===== src/rtl/matrix_scan_ctrl.sv =====
// Scan sequencer for an 8x8 LED matrix: steps columns with blank/dwell timing and presents
// front-bank row bytes from a double-buffered frame store whose swap is deferred to frame end.
module matrix_scan_ctrl #(
    parameter int unsigned DWELL_CYCLES = 1024,
    parameter int unsigned BLANK_CYCLES = 16,
    parameter int unsigned CNT_W        = 11
) (
    input  logic       clk,
    input  logic       rst,
    input  logic       ena,
    input  logic       wr_en,
    input  logic [2:0] wr_addr,
    input  logic [7:0] wr_data,
    input  logic       swap_req,
    output logic [2:0] col_sel,
    output logic [7:0] row_data,
    output logic       drive_en,
    output logic       frame_start,
    output logic       swap_pending,
    output logic       swap_done
);

    typedef enum logic [1:0] {
        IDLE  = 2'd0,
        BLANK = 2'd1,
        DWELL = 2'd2
    } state_t;

    localparam logic [CNT_W-1:0] BLANK_LAST = CNT_W'(BLANK_CYCLES - 1);
    localparam logic [CNT_W-1:0] DWELL_LAST = CNT_W'(DWELL_CYCLES - 1);

    state_t           state_q, state_d;
    logic [CNT_W-1:0] timer_q, timer_d;
    logic [2:0]       col_q, col_d;
    logic [7:0]       row_q, row_d;
    logic             drive_q, drive_d;
    logic             fs_q, fs_d;
    logic             pend_q, pend_d;
    logic             done_q, done_d;
    logic             bank_sel_q, bank_sel_d;
    logic [63:0]      bank0_q, bank0_d;
    logic [63:0]      bank1_q, bank1_d;
    logic [63:0]      front_c;

    always_ff @(posedge clk) begin
        if (rst) begin
            state_q    <= IDLE;
            timer_q    <= '0;
            col_q      <= '0;
            row_q      <= '0;
            drive_q    <= 1'b0;
            fs_q       <= 1'b0;
            pend_q     <= 1'b0;
            done_q     <= 1'b0;
            bank_sel_q <= 1'b0;
            bank0_q    <= '0;
            bank1_q    <= '0;
        end else begin
            state_q    <= state_d;
            timer_q    <= timer_d;
            col_q      <= col_d;
            row_q      <= row_d;
            drive_q    <= drive_d;
            fs_q       <= fs_d;
            pend_q     <= pend_d;
            done_q     <= done_d;
            bank_sel_q <= bank_sel_d;
            bank0_q    <= bank0_d;
            bank1_q    <= bank1_d;
        end
    end

    always_comb begin
        state_d    = state_q;
        timer_d    = timer_q;
        col_d      = col_q;
        row_d      = row_q;
        drive_d    = drive_q;
        fs_d       = 1'b0;
        pend_d     = pend_q | swap_req;
        done_d     = 1'b0;
        bank_sel_d = bank_sel_q;
        bank0_d    = bank0_q;
        bank1_d    = bank1_q;
        front_c    = bank_sel_q ? bank1_q : bank0_q;

        // Host writes always target the bank that is back before this edge.
        if (wr_en) begin
            if (bank_sel_q) begin
                bank0_d[{wr_addr, 3'b000} +: 8] = wr_data;
            end else begin
                bank1_d[{wr_addr, 3'b000} +: 8] = wr_data;
            end
        end

        case (state_q)
            IDLE: begin
                drive_d = 1'b0;
                if (ena) begin
                    state_d = BLANK;
                    timer_d = '0;
                    col_d   = '0;
                    fs_d    = 1'b1;
                end
            end
            BLANK: begin
                if (!ena) begin
                    state_d = IDLE;
                    drive_d = 1'b0;
                    col_d   = '0;
                    timer_d = '0;
                end else if (timer_q == BLANK_LAST) begin
                    row_d   = front_c[{col_q, 3'b000} +: 8];
                    timer_d = '0;
                    drive_d = 1'b1;
                    state_d = DWELL;
                end else begin
                    timer_d = timer_q + CNT_W'(1);
                end
            end
            DWELL: begin
                if (!ena) begin
                    state_d = IDLE;
                    drive_d = 1'b0;
                    col_d   = '0;
                    timer_d = '0;
                end else if (timer_q == DWELL_LAST) begin
                    timer_d = '0;
                    col_d   = col_q + 3'd1;
                    drive_d = 1'b0;
                    state_d = BLANK;
                    // End of column 7 is the frame boundary: the only point a swap may land.
                    if (col_q == 3'd7) begin
                        fs_d = 1'b1;
                        if (pend_q | swap_req) begin
                            bank_sel_d = ~bank_sel_q;
                            pend_d     = 1'b0;
                            done_d     = 1'b1;
                        end
                    end
                end else begin
                    timer_d = timer_q + CNT_W'(1);
                end
            end
            default: begin
                state_d = IDLE;
                drive_d = 1'b0;
            end
        endcase
    end

    assign col_sel      = col_q;
    assign row_data     = row_q;
    assign drive_en     = drive_q;
    assign frame_start  = fs_q;
    assign swap_pending = pend_q;
    assign swap_done    = done_q;

endmodule


===== config.mk =====
export PLATFORM = sky130hd
export DESIGN_NAME = matrix_scan_ctrl
export DESIGN_NICKNAME = d
export VERILOG_FILES = /design/src/rtl/matrix_scan_ctrl.sv
export SDC_FILE = /design/constraint.sdc
export NUM_CORES = 1
export LEC_CHECK = 0
export CELL_PAD_IN_SITES_DETAIL_PLACEMENT = 0
export CELL_PAD_IN_SITES_GLOBAL_PLACEMENT = 1
export CORE_ASPECT_RATIO = 0.6
export CORE_UTILIZATION = 39
export DETAILED_ROUTE_END_ITERATION = 16
export PLACE_DENSITY = 0.73
export SETUP_SLACK_MARGIN = 0.5
export SLEW_MARGIN = 30
export SYNTH_ARGS = -nofsm -noshare
export SYNTH_HDL_FRONTEND = slang
export SYNTH_SLANG_ARGS = --single-unit

===== constraint.sdc =====
create_clock -name clk -period 3.7 [get_ports clk]
set_input_delay 0.37 -clock clk [delete_from_list [all_inputs] [get_ports clk]]
set_output_delay 0.37 -clock clk [all_outputs]
set_load 0.1 [all_outputs]

# Word-level counts from Yosys, hierarchy flattened
# Index checks and enable logic that the tools add are counted.
dict set report word_totals {
  word_cells 78
  register_bits 157
}
dict set report classes {
  eq_ne 9
  muxes 35
  n_shift 3
  bitwise_logic 6
  reduce_logical 11
  n_addsub 3
}
# operator count
set ops {}
lappend ops {{$bwmux 64} 2}
lappend ops {{$mux 64} 1}
lappend ops {{$shift 8x8->64 const A} 1}
lappend ops {{$shiftx 64x7->8} 1}
lappend ops {{$shiftx 8x8->64} 1}
lappend ops {{$mux 11} 5}
lappend ops {{$pmux 11 s3} 1}
lappend ops {{$mux 1} 13}
lappend ops {{$mux 3} 4}
lappend ops {{$add 11x1->11 const B} 1}
lappend ops {{$eq 11x10->1 const B} 1}
lappend ops {{$eq 11x4->1 const B} 1}
lappend ops {{$mux 2} 5}
lappend ops {{$pmux 3 s3} 1}
lappend ops {{$neg 6->8} 1}
lappend ops {{$reduce_and 2->1} 4}
lappend ops {{$ne 3x3->1 const B} 2}
lappend ops {{$pmux 2 s3} 1}
lappend ops {{$reduce_and 3->1} 2}
lappend ops {{$not 1->1} 5}
lappend ops {{$reduce_and 5->1} 1}
lappend ops {{$reduce_or 5->1} 1}
lappend ops {{$ne 2x2->1 const B} 2}
lappend ops {{$pmux 1 s2} 2}
lappend ops {{other kinds (8)} 8}

# Longest topological paths before layout
# Gate-level depths: netlist of the first run.
dict set report logic_depth {
  word_depth 5
  depth_mapped 10
}

# Least setup slack after synthesis of the first run
# Ideal clock, no wire load.
dict set report synth_timing {
  path_type {register to register}
  from {register col_q[1] (netlist: col_sel[1])}
  to {register row_q[6] (netlist: row_data[6])}
  required_time_ns 3.581
  setup_time_ns 0.119
  slack_ns 1.143
  period_less_slack_ns 2.557
  path_stages_with_launch 8
  arrival_time_ns 2.438
  cell_sequence {dfxtp_1 > buf_2 > buf_2 > mux4_2 > nor2b_1 > a211oi_1 > a21oi_1 > a22o_1}
}
dict set report synth_between {
  elab_chain_len 1
}
# item line
set synth_rtl {}
lappend synth_rtl {{start, declared} 34} ;# logic [2:0] col_q, col_d;
lappend synth_rtl {{start signal, assigned} 61} ;# col_q <= col_d;
lappend synth_rtl {{$shiftx 64x7->8} 113} ;# row_d = front_c[{col_q, 3'b000} +: 8];
lappend synth_rtl {{end signal, assigned} 62} ;# row_q <= row_d;
lappend synth_rtl {{end, declared} 35} ;# logic [7:0] row_q, row_d;
# Every way passes these cells.
# A chain may end at the register's enable or synchronous reset.

# Final worst setup path of the first run
dict set report layout_timing {
  from {input wr_addr[0]}
  to {register bank0_q[13]}
}
dict set report layout_between {
  elab_chain_len 3
}
# item line
set layout_rtl {}
lappend layout_rtl {{start, declared} 12} ;# input logic [2:0] wr_addr,
lappend layout_rtl {{$neg 6->8 (*)} 90} ;# bank0_d[{wr_addr, 3'b000} +: 8] = wr_data;
lappend layout_rtl {{$shiftx 8x8->64 or $shift 8x8->64 (tied branches)} 90}
lappend layout_rtl {{$bwmux 64 (*)} 90}
lappend layout_rtl {{end signal, assigned} 68} ;# bank0_q <= bank0_d;
lappend layout_rtl {{end, declared} 41} ;# logic [63:0] bank0_q, bank0_d;
# Mark *: on every way between the ends. The rest lies on a longest branch, timed or not.

==> summary.md, run 1 <==
| Metric | Value |
|---|---|
| Slowest-stage cell, CP | `clkdlybuf4s50_1` |
| Multi-input gate area | `3820 um^2` |
| Routed vias | `between 5,000 and 6,000` |
| CTS Buf Count | `17` |
| HP Class | `flop to flop` |
| Register-to-Register Path Depth | `8` |
| Initial antenna violation count | `0` |
| Top post-synthesis cells by area | `dfxtp_1 43%, mux2i_1 15%, mux4_2 10%, nor2_1 6.5%, a21oi_1 2.8%` |
| Max_slew headroom | `33.7%` |
| Syn nets | `742` |
| H-tree Lvls | `4` |
| Worst Setup End Kind | `flop` |
| Synth top area share | `43.4%` |
| Register area share after synthesis | `43.4%` |
| Cts hold-fix bufs | `0` |
| Area Growth Syn to Fin | `14.3%` |
| DRC viols | `0` |
| Ys Warns | `0` |
| Largest net degree at the start of global routing | `72` |
| Clock Skew | `~0.01 ns` |
| Flop and latch count out of synthesis | `approximately 160` |
| CORE AREA | `approximately 18,000 um^2` |
| Distinct cells, synth | `53` |
| Clock latency on the worst-skew pair | `0.42 ns` |
| Hold path depth | `2` |
| Tmin final | `~2.8 ns` |
| Setup Viol. Count Final | `0` |
| Max Slew Vio Count | `0` |
| RePlAce Congestion | `roughly 0.86` |
| Post-synth ARST share | `0%` |
| Share of the clock period used by the worst path | `between 70% and 80%` |
| Final core occ | `45.7%` |
| Syn Inst Count | `roughly 720` |
| CTS tree | `yes` |
| Final hold violations | `0` |
| DIE HEIGHT | `108 um` |
| Power Dens Cells | `450 nW/um^2` |
| Top cells by count, synth | `157 x dfxtp_1, 125 x nor2_1, 112 x mux2i_1` |
| IO Count | `31` |
| FILL cells | `roughly 1,700` |
| Final HPWL DP | `~13,000 um` |
| Router iterations before antenna repair | `5` |
| CP Launch Type | `input port` |
| Crit path DAT | `between 3 and 4 ns` |
| Leak Pwr | `around 3.4 nW` |
| Netlist Area Pre-Place | `approximately 7200 um^2` |
| Max Cap Viol | `0` |
| Root Driver | `clkbuf_16` |
| # Post-CTS Setup Buffers | `0` |
| Effective utilization at floorplan | `40.0%` |
| Gr usage total | `a little over a fifth` |
| DR WL/cell | `between 15 and 20 um` |
| CTS clk-pin slew, worst paths | `about 0.060 ns` |
| Die ar. | `between 15,000 and 20,000 um^2` |
| Primary FF master, synth | `dfxtp_1` |
| Post-route ant nets | `0` |
| Final hold slack | `0.460 ns` |
| First-pass GRT wire length | `approximately 30,000 um` |
| Number of flops mapped to enable cells by yosys | `0` |
| CP peak stage delay | `about 0.7 ns` |
| Slew @ Worst Pin | `just under 1 ns` |
| NumNets Final | `approximately 750` |
| Port Buf Inserts | `30` |
| Diode count | `0` |
| Vias in the first global route | `~5,200` |
| Register Area | `roughly 3100 um^2` |
| CTS Sinks | `between 150 and 200` |
| First DRT Iteration DRCs | `between 400 and 500` |
| GRT overflow | `0` |
| Syn_area_per_cell | `roughly 10 um^2` |
| Fmax | `around 0.36 GHz` |
| Status | `finished, final reports clean` |
| Clock Path Buffers | `2` |
| Setup TNS | `0 ns` |
| Top-count cell post-synth | `dfxtp_1` |
| CP cell instances | `clkdlybuf4s50_1, inv_1, ha_1, ha_1, and2b_1, nand3_1, nor2_2, mux2i_1, nor2_1` |
| Vias per cell | `5.48` |
| DIE WIDTH | `between 150 and 200 um` |
| Most common cell on crit path | `ha_1` |
| Layout cells sized above 1 | `between 10 and 15%` |
| Yosys top cell by area | `dfxtp_1` |
| RSZ-0062 raised after global routing | `no` |
| Total Routed Length | `between 15,000 and 20,000 um` |
| Crit path required time | `~4 ns` |
| VDD IR max | `between 0.0002 and 0.0003 V` |
| Crit Path Class | `input port to flop` |
| Post-CTS sizing | `0` |
| Crit Path Max Fanout | `8` |
| # rows | `38` |
## cell usage in the layout, fill, tap and decap left out, drive strengths merged, types with 9 or more instances in the layout
cell             n
nand2           47
a211oi           9
ha              10
nand3           33
inv              9
clkbuf          20
clkdlybuf4s50   27
a21oi           41
nor2           127
dfxtp          157
buf             17
mux4            32
mux2i          112
nor3             9
nor2b           15
## registers in the layout (all words and copies together), names as in the netlist
signal,cells
bank0_q,64
bank1_q,64
timer_q,11
row_data,8
col_sel,3
state_q,2
bank_sel_q,1
drive_en,1
frame_start,1
swap_done,1
swap_pending,1
## through the flow
| step | total power [mW] | cell area [um^2] | instances | setup WS, ns |
|---|---|---|---|---|
| floorplan | 1.96 | 7240 | 716 | 1.14 |
| global placement | 2.05 | 7700 | 946 | 0.585 |
| detailed placement | 2.06 | 7700 | 946 | 0.483 |
| CTS | 3.75 | 8270 | 976 | 0.914 |
| global route | 3.85 | 8280 | 976 | 0.730 |
| finish | 3.72 | 8280 | 976 | 0.923 |
## area by class of cell
cell class                      count  share of cell area (%)
Tap cell                          240                    3.63
Timing Repair Buffer               44                    4.96
Multi-Input combinational cell    497                    46.2
Clock inverter                     10                    1.42
Inverter                            8                   0.363
Clock buffer                       20                    5.40
Sequential cell                   157                    38.0
## critical path: cells and delay by family
family / cells / cell delay, ns
and+or+nand+nor: 4 / 1.08
buffers and inverters: 2 / 0.83
adders and majority gates: 2 / 0.49
muxes: 1 / 0.27
## cells by family after synthesis
family                     count (synthesis)  synth area share [%]
adders and majority gates                 10                  1.73
buffers and inverters                     62                  4.06
DFF                                      157                  43.4
muxes                                    144                  25.4
AOI/OAI and AO/OA                         73                  6.43
xor gates and xnor gates                   5                 0.605
and+or+nand+nor                          265                  18.3
## power by group
part           total [mW]  internal (mW)  leakage [nW]  switching (mW)
clock                1.70           1.00         0.264           0.695
combinational       0.299         0.0923          1.90           0.207
sequential           1.73           1.71          1.27          0.0146
total                3.72           2.81          3.43           0.916
## path summary, 6_finish.rpt
path                      end  slack, ns   startpoint
hold / removal    bank1_q[27]       0.46  bank1_q[27]
setup / recovery  bank0_q[13]       0.92   wr_addr[0]
hold reg to reg   bank1_q[27]       0.46  bank1_q[27]
setup reg to reg   bank_sel_q       1.47   col_sel[0]
## routing by layer
metal | global-route usage, % | part of all wire [%] | up-vias
li1 | - | - | 2552
met1 | 31.5 | 51 | 2611
met2 | 29.4 | 41 | 161
met3 | 4.84 | 7.0 | 21
met4 | 5.25 | 1.0 | 0
met5 | 0 | 0 | -
(Power assumes the default switching activity.)
==> inputs of run 2 (changes only) <==
- PLACE_DENSITY: 0.73 -> 0.75
- clock period: 3.7 -> 2.4 ns (I/O delays scaled with it)
==> summary.md, run 2 (synthesized netlist as in run 1, its figures left out) <==
| Metric | Value |
|---|---|
| GRT overflow | `0` |
| CTS clk-pin slew, worst paths | `around 0.060 ns` |
| Diode count | `0` |
| H-tree Lvls | `4` |
| CP Launch Type | `flop` |
| Crit path required time | `around 2.7 ns` |
| Post-place setup slack | `-0.0774 ns` |
| Biggest regs | `bank0_q x64, bank1_q x64, timer_q x11` |
| First-pass GRT wire length | `30,900 um` |
| Root Driver | `clkbuf_16` |
| Power Dens Cells | `673 nW/um^2` |
| Commonest cells after routing, fill and taps aside | `150 x dfxtp_1, 125 x nor2_1, 110 x mux2i_1` |
| DRC viols | `0` |
| Clock Skew | `approximately 0.017 ns` |
| DIE HEIGHT | `between 100 and 150 um` |
| CORE AREA | `~18,000 um^2` |
| VDD IR max | `0.000470 V` |
| Tmin final | `between 1.5 and 2 ns` |
| Dpl cells | `962` |
| Share of the clock period used by the worst path | `between 80 and 90%` |
| Final non-filler cell total | `1,015` |
| Max Slew Vio Count | `0` |
| Leak Pwr | `around 3.7 nW` |
| Met3 Usage GRT | `under 10%` |
| RSZ-0062 raised after global routing | `yes` |
| Max_slew headroom | `40.5%` |
| First DRT Iteration DRCs | `around 480` |
| DIE WIDTH | `178 um` |
| RePlAce Congestion | `between 0.8 and 0.9` |
| Post-layout worst setup margin | `around 0.46 ns` |
| IO Count | `31` |
| Slew @ Worst Pin | `between 0.8 and 0.9 ns` |
| Vias in the first global route | `5,424` |
| HP Class | `input port to flop` |
| Largest net degree at the start of global routing | `85` |
| Status | `finished, final reports clean` |
| Vias per cell | `~5.4` |
| Clock latency on the worst-skew pair | `between 0.4 and 0.5 ns` |
| Final HPWL DP | `about 13,000 um` |
| Crit path DAT | `2.27 ns` |
| # rows | `38` |
| Routed vias | `approximately 5,500` |
| Gr usage total | `a little over a fifth` |
| FILL cells | `1,612` |
| GR met1 Demand/Resource | `approximately a third` |
| Total Routed Length | `roughly 19,000 um` |
| Busiest grt layer | `met1` |
| DR WL/cell | `~19 um` |
| CTS Sinks | `~160` |
| Fmax | `0.514 GHz` |
| Die ar. | `~19,000 um^2` |
| Effective utilization at floorplan | `between 30% and 40%` |
| Initial antenna violation count | `0` |
| CTS tree | `yes` |
| Post-route cell area | `roughly 8800 um^2` |
| Router iterations before antenna repair | `4` |
| Post-DP Area | `7860 um^2` |
| Setup TNS | `0 ns` |
| CTS Buf Count | `17` |
| Crit Path Max Fanout | `9` |
| Worst Setup End Kind | `flop` |
| Final hold violations | `0` |
| Routing usage on met2 | `30.4%` |
| Crit Path Class | `flop to flop` |
| Final hold slack | `0.271 ns` |
| Post-route ant nets | `0` |
| Setup Viol. Count Final | `0` |
| Port Buf Inserts | `30` |
| Area Growth Syn to Fin | `21.8%` |
| NumNets Final | `between 700 and 800` |
| Commonest non-fill, non-tap cell in the layout | `dfxtp_1` |
| Max Cap Viol | `0` |
| Layout cells sized above 1 | `a little under a quarter` |
| Clock Path Buffers | `2` |
run 2: changes by cell type in the layout (fill, tap and decap cells not counted), sizes merged:
cell | previous run | this run
clkinv | 3 | 4
bufinv | 2 | 3
clkinvlp | 4 | 3
clkbuf | 20 | 21
buf | 17 | 67
dlymetal6s2s | 0 | 2
clkdlybuf4s50 | 27 | 12
run 2: worst paths after layout:
check / end / slack [ns] / from / depth (start not counted)
setup / recovery: row_data[7] / 0.46 / col_sel[1] / 5
hold / removal: row_data[6] / 0.27 / rst / 3
setup reg to reg: row_data[7] / 0.46 / col_sel[1] / 5
hold reg to reg: bank1_q[40] / 0.45 / bank1_q[40] / 2
run 2: worst max-delay path, stage by stage (launching register included):
cell and delay (ns):
dfxtp_4 0.45, buf_4 0.22, mux4_2 0.54, a211oi_2 0.35, a21oi_1 0.09, a22o_1 0.19
run 2: power by group:
part           switching (mW)  total (mW)  internal [mW]
clock                    1.10        2.76           1.66
combinational           0.340       0.517          0.177
sequential             0.0226        2.66           2.64
total                    1.46        5.94           4.47
run 2: what timing repair did:
action                     4_1_cts  5_1_grt
setup buffers                    4       17
setup endpoints to repair       72      112
gates cloned                     0        0
pin swaps                        1       11
hold buffers                     0        0
resized for setup               11       38
run 2: area by class of cell:
class / instances / area (um^2) / share of cell area [%]
multi-input combinational: 497 / 3980 / 45.1
sequential: 157 / 3160 / 35.8
timing repair buffer: 81 / 758 / 8.60
clock buffer: 21 / 450 / 5.11
tap: 240 / 300 / 3.40
clock inverter: 11 / 141 / 1.60
inverter: 8 / 30.0 / 0.340
run 2: metal layers:
layer  up-vias  wire (um)
met5         -          0
met4         0        231
met3        24       1140
met2       152       8090
met1      2724      10000
li1       2622          -
run 2: metrics by stage:
| stage | util [%] | total power, mW |
|---|---|---|
| floorplan | - | 3.03 |
| global placement | 43.4 | 3.18 |
| detailed placement | 43.4 | 3.19 |
| CTS | 47.1 | 5.93 |
| global route | 48.7 | 6.13 |
| finish | 48.7 | 5.94 |
==> inputs of run 3 (changes only) <==
- PLACE_DENSITY: 0.75 -> 0.73
- clock period: 2.4 -> 1.8 ns (I/O delays scaled with it)
==> summary.md, run 3 (synthesized netlist as in run 1, its figures left out) <==
| Metric | Value |
|---|---|
| DR WL/cell | `about 20 um` |
| Post-DP Area | `~8700 um^2` |
| Biggest regs | `bank0_q x64, bank1_q x64, timer_q x11` |
| Area Growth Syn to Fin | `48.0%` |
| Die ar. | `19,100 um^2` |
| Net Sw Frac | `approximately a quarter` |
| Total Routed Length | `between 20,000 and 25,000 um` |
| Final HPWL DP | `14,000 um` |
| Vias per cell | `approximately 5.5` |
| H-tree Lvls | `4` |
| Slowest-stage cell, CP | `mux4_2` |
| Share of the clock period used by the worst path | `102%` |
| VDD IR max | `0.000644 V` |
| Comb power frac | `13.5%` |
| Diode count | `0` |
| Clock latency on the worst-skew pair | `between 0.4 and 0.5 ns` |
| Worst path bufs/invs | `1` |
| Failing checks | `setup timing` |
| Effective utilization at floorplan | `40.0%` |
| Root Driver | `clkbuf_16` |
| Commonest non-fill, non-tap cell in the layout | `dfxtp_1` |
| Commonest cells after routing, fill and taps aside | `144 x dfxtp_1, 119 x nor2_1, 105 x mux2i_1` |
| Vias in the first global route | `roughly 5,900` |
| Crit Path Max Fanout | `11` |
| Flop pwr share | `between 40% and 50%` |
| Worst Hold Launch | `rst` |
| # rows | `38` |
| CTS clk-pin slew, worst paths | `roughly 0.070 ns` |
| Initial antenna violation count | `0` |
| Layout cells sized above 1 | `a little under half` |
| P_int | `slightly above 6 mW` |
| Hold EP | `bank0_q[9]` |
| Post-route cell area | `about 11,000 um^2` |
| Router iterations before antenna repair | `5` |
| RSZ-0062 raised after global routing | `yes` |
| Register-to-register setup slack | `-0.03 ns` |
| Leak Pwr | `~4.4 nW` |
| IO Count | `31` |
| Tmin final | `1.83 ns` |
| Gr usage total | `23.8%` |
| Crit path required time | `2.13 ns` |
| Power Dens Cells | `777 nW/um^2` |
| Clock Path Buffers | `2` |
| CP cell instances | `buf_12, mux4_2, mux2i_1, a21oi_2, a22o_1` |
| Crit path DAT | `~2.2 ns` |
| Total power | `~8.3 mW` |
| CTS Buf Count | `17` |
| Post-route ant nets | `0` |
| Post-layout worst setup margin | `-0.0335 ns` |
| Max Slew Vio Count | `0` |
| First DRT Iteration DRCs | `approximately 520` |
| CTS tree | `yes` |
| HP Class | `input port to flop` |
| CP Launch Type | `flop` |
| Port Buf Inserts | `30` |
| DRC viols | `0` |
| DIE HEIGHT | `~110 um` |
| RePlAce Congestion | `between 0.8 and 0.9` |
| GRT overflow | `0` |
| P_sw | `about 2.2 mW` |
| Final hold violations | `0` |
| Clock Skew | `roughly 0.011 ns` |
| Register-to-Register Path Depth | `5` |
| Worst Setup End Kind | `flop` |
| First-pass GRT wire length | `roughly 33,000 um` |
| Routed vias | `5,940` |
| DIE WIDTH | `approximately 180 um` |
| CTS Sinks | `between 150 and 200` |
| Clk pwr share | `a little over two fifths` |
| Worst r2r src | `col_sel[1]` |
| NumNets Final | `roughly 860` |
| Fmax | `between 0.5 and 0.6 GHz` |
| Max Cap Viol | `0` |
| CORE AREA | `approximately 18,000 um^2` |
| Largest net degree at the start of global routing | `130` |
| Setup Viol. Count Final | `4` |
| Max_slew headroom | `60.7%` |
| Crit path max-delay family | `multiplexers` |
| Crit Path Class | `flop to flop` |
| Hold path depth | `2` |
| Critical path launch point | `col_sel[1]` |
| CP peak stage delay | `between 0.5 and 0.6 ns` |
| Post-place setup slack | `-0.479 ns` |
| Slew @ Worst Pin | `approximately 0.6 ns` |
| Status | `complete, but fails checks` |
| R2R Path End | `row_data[6]` |
run 3: changes by cell type in the layout (fill, tap and decap cells not counted), moves of 7 or more:
| cell | delta |
|---|---|
| nand2_8 | +7 |
| nand3_2 | +23 |
| a21oi_1 | -24 |
| nor2b_1 | -9 |
| a21oi_2 | +24 |
| nand3_1 | -26 |
| nand2_2 | +13 |
| nand2_1 | -25 |
| ha_4 | +7 |
| buf_4 | +22 |
| nand2_4 | +8 |
| buf_12 | +22 |
| buf_6 | +14 |
run 3: layer usage:
| metal | GRT usage [%] | routed length, um |
|---|---|---|
| met4 | 7.08 | 281 |
| met3 | 4.91 | 879 |
| met2 | 33.2 | 9350 |
| met1 | 36.0 | 11300 |
| met5 | 0 | 0 |
run 3: area by class of cell:
cell class	count	area, um^2
fill	1452	7400
multi-input combinational	500	4780
clock buffer	19	453
inverter	8	37.5
tap	240	300
clock inverter	12	139
timing repair buffer	153	1830
sequential	157	3180
run 3: stage by stage:
stage                     setup TNS, ns  cells  hold slack [ns]  utilization [%]
after detailed placement         -48.82   1001            0.443             48.1
after CTS                       -0.0267   1082            0.107             57.3
after floorplan                  -0.753    716            0.327                -
after global placement           -44.30   1001            0.440             48.1
final                           -0.0754   1089            0.124             59.2
after global routing             -0.402   1089            0.120             59.2
run 3: power by group through the flow:
stage	clock [mW]	combinational (mW)	sequential (mW)
finish	3.64	1.12	3.56
global placement	0	0.858	3.63
floorplan	0	0.537	3.66
detailed placement	0	0.877	3.64
global route	3.84	1.17	3.57
CTS	3.68	1.03	3.56
run 3: how the worst max path moves through the flow:
stage | cells past startpoint | end
after floorplan | 6 | row_data[6]
after global placement | 9 | bank0_q[18]
after detailed placement | 9 | bank0_q[54]
after CTS | 5 | row_data[2]
after global routing | 5 | row_data[1]
final | 5 | row_data[6]
run 3: timing repair:
item,CTS,global route
setup endpoints to repair,161,161
gates cloned,9,1
resized for setup,126,65
hold buffers,0,0
buffers inserted,41,6
pin swaps,59,39
run 3: worst register-to-register path, delay by kind of cell (launching register included):
| family | cells | cell delay, ns |
|---|---|---|
| buffers and inverters | 1 | 0.17 |
| AOI/OAI and AO/OA | 2 | 0.30 |
| muxes | 2 | 0.81 |
| DFF | 1 | 0.44 |
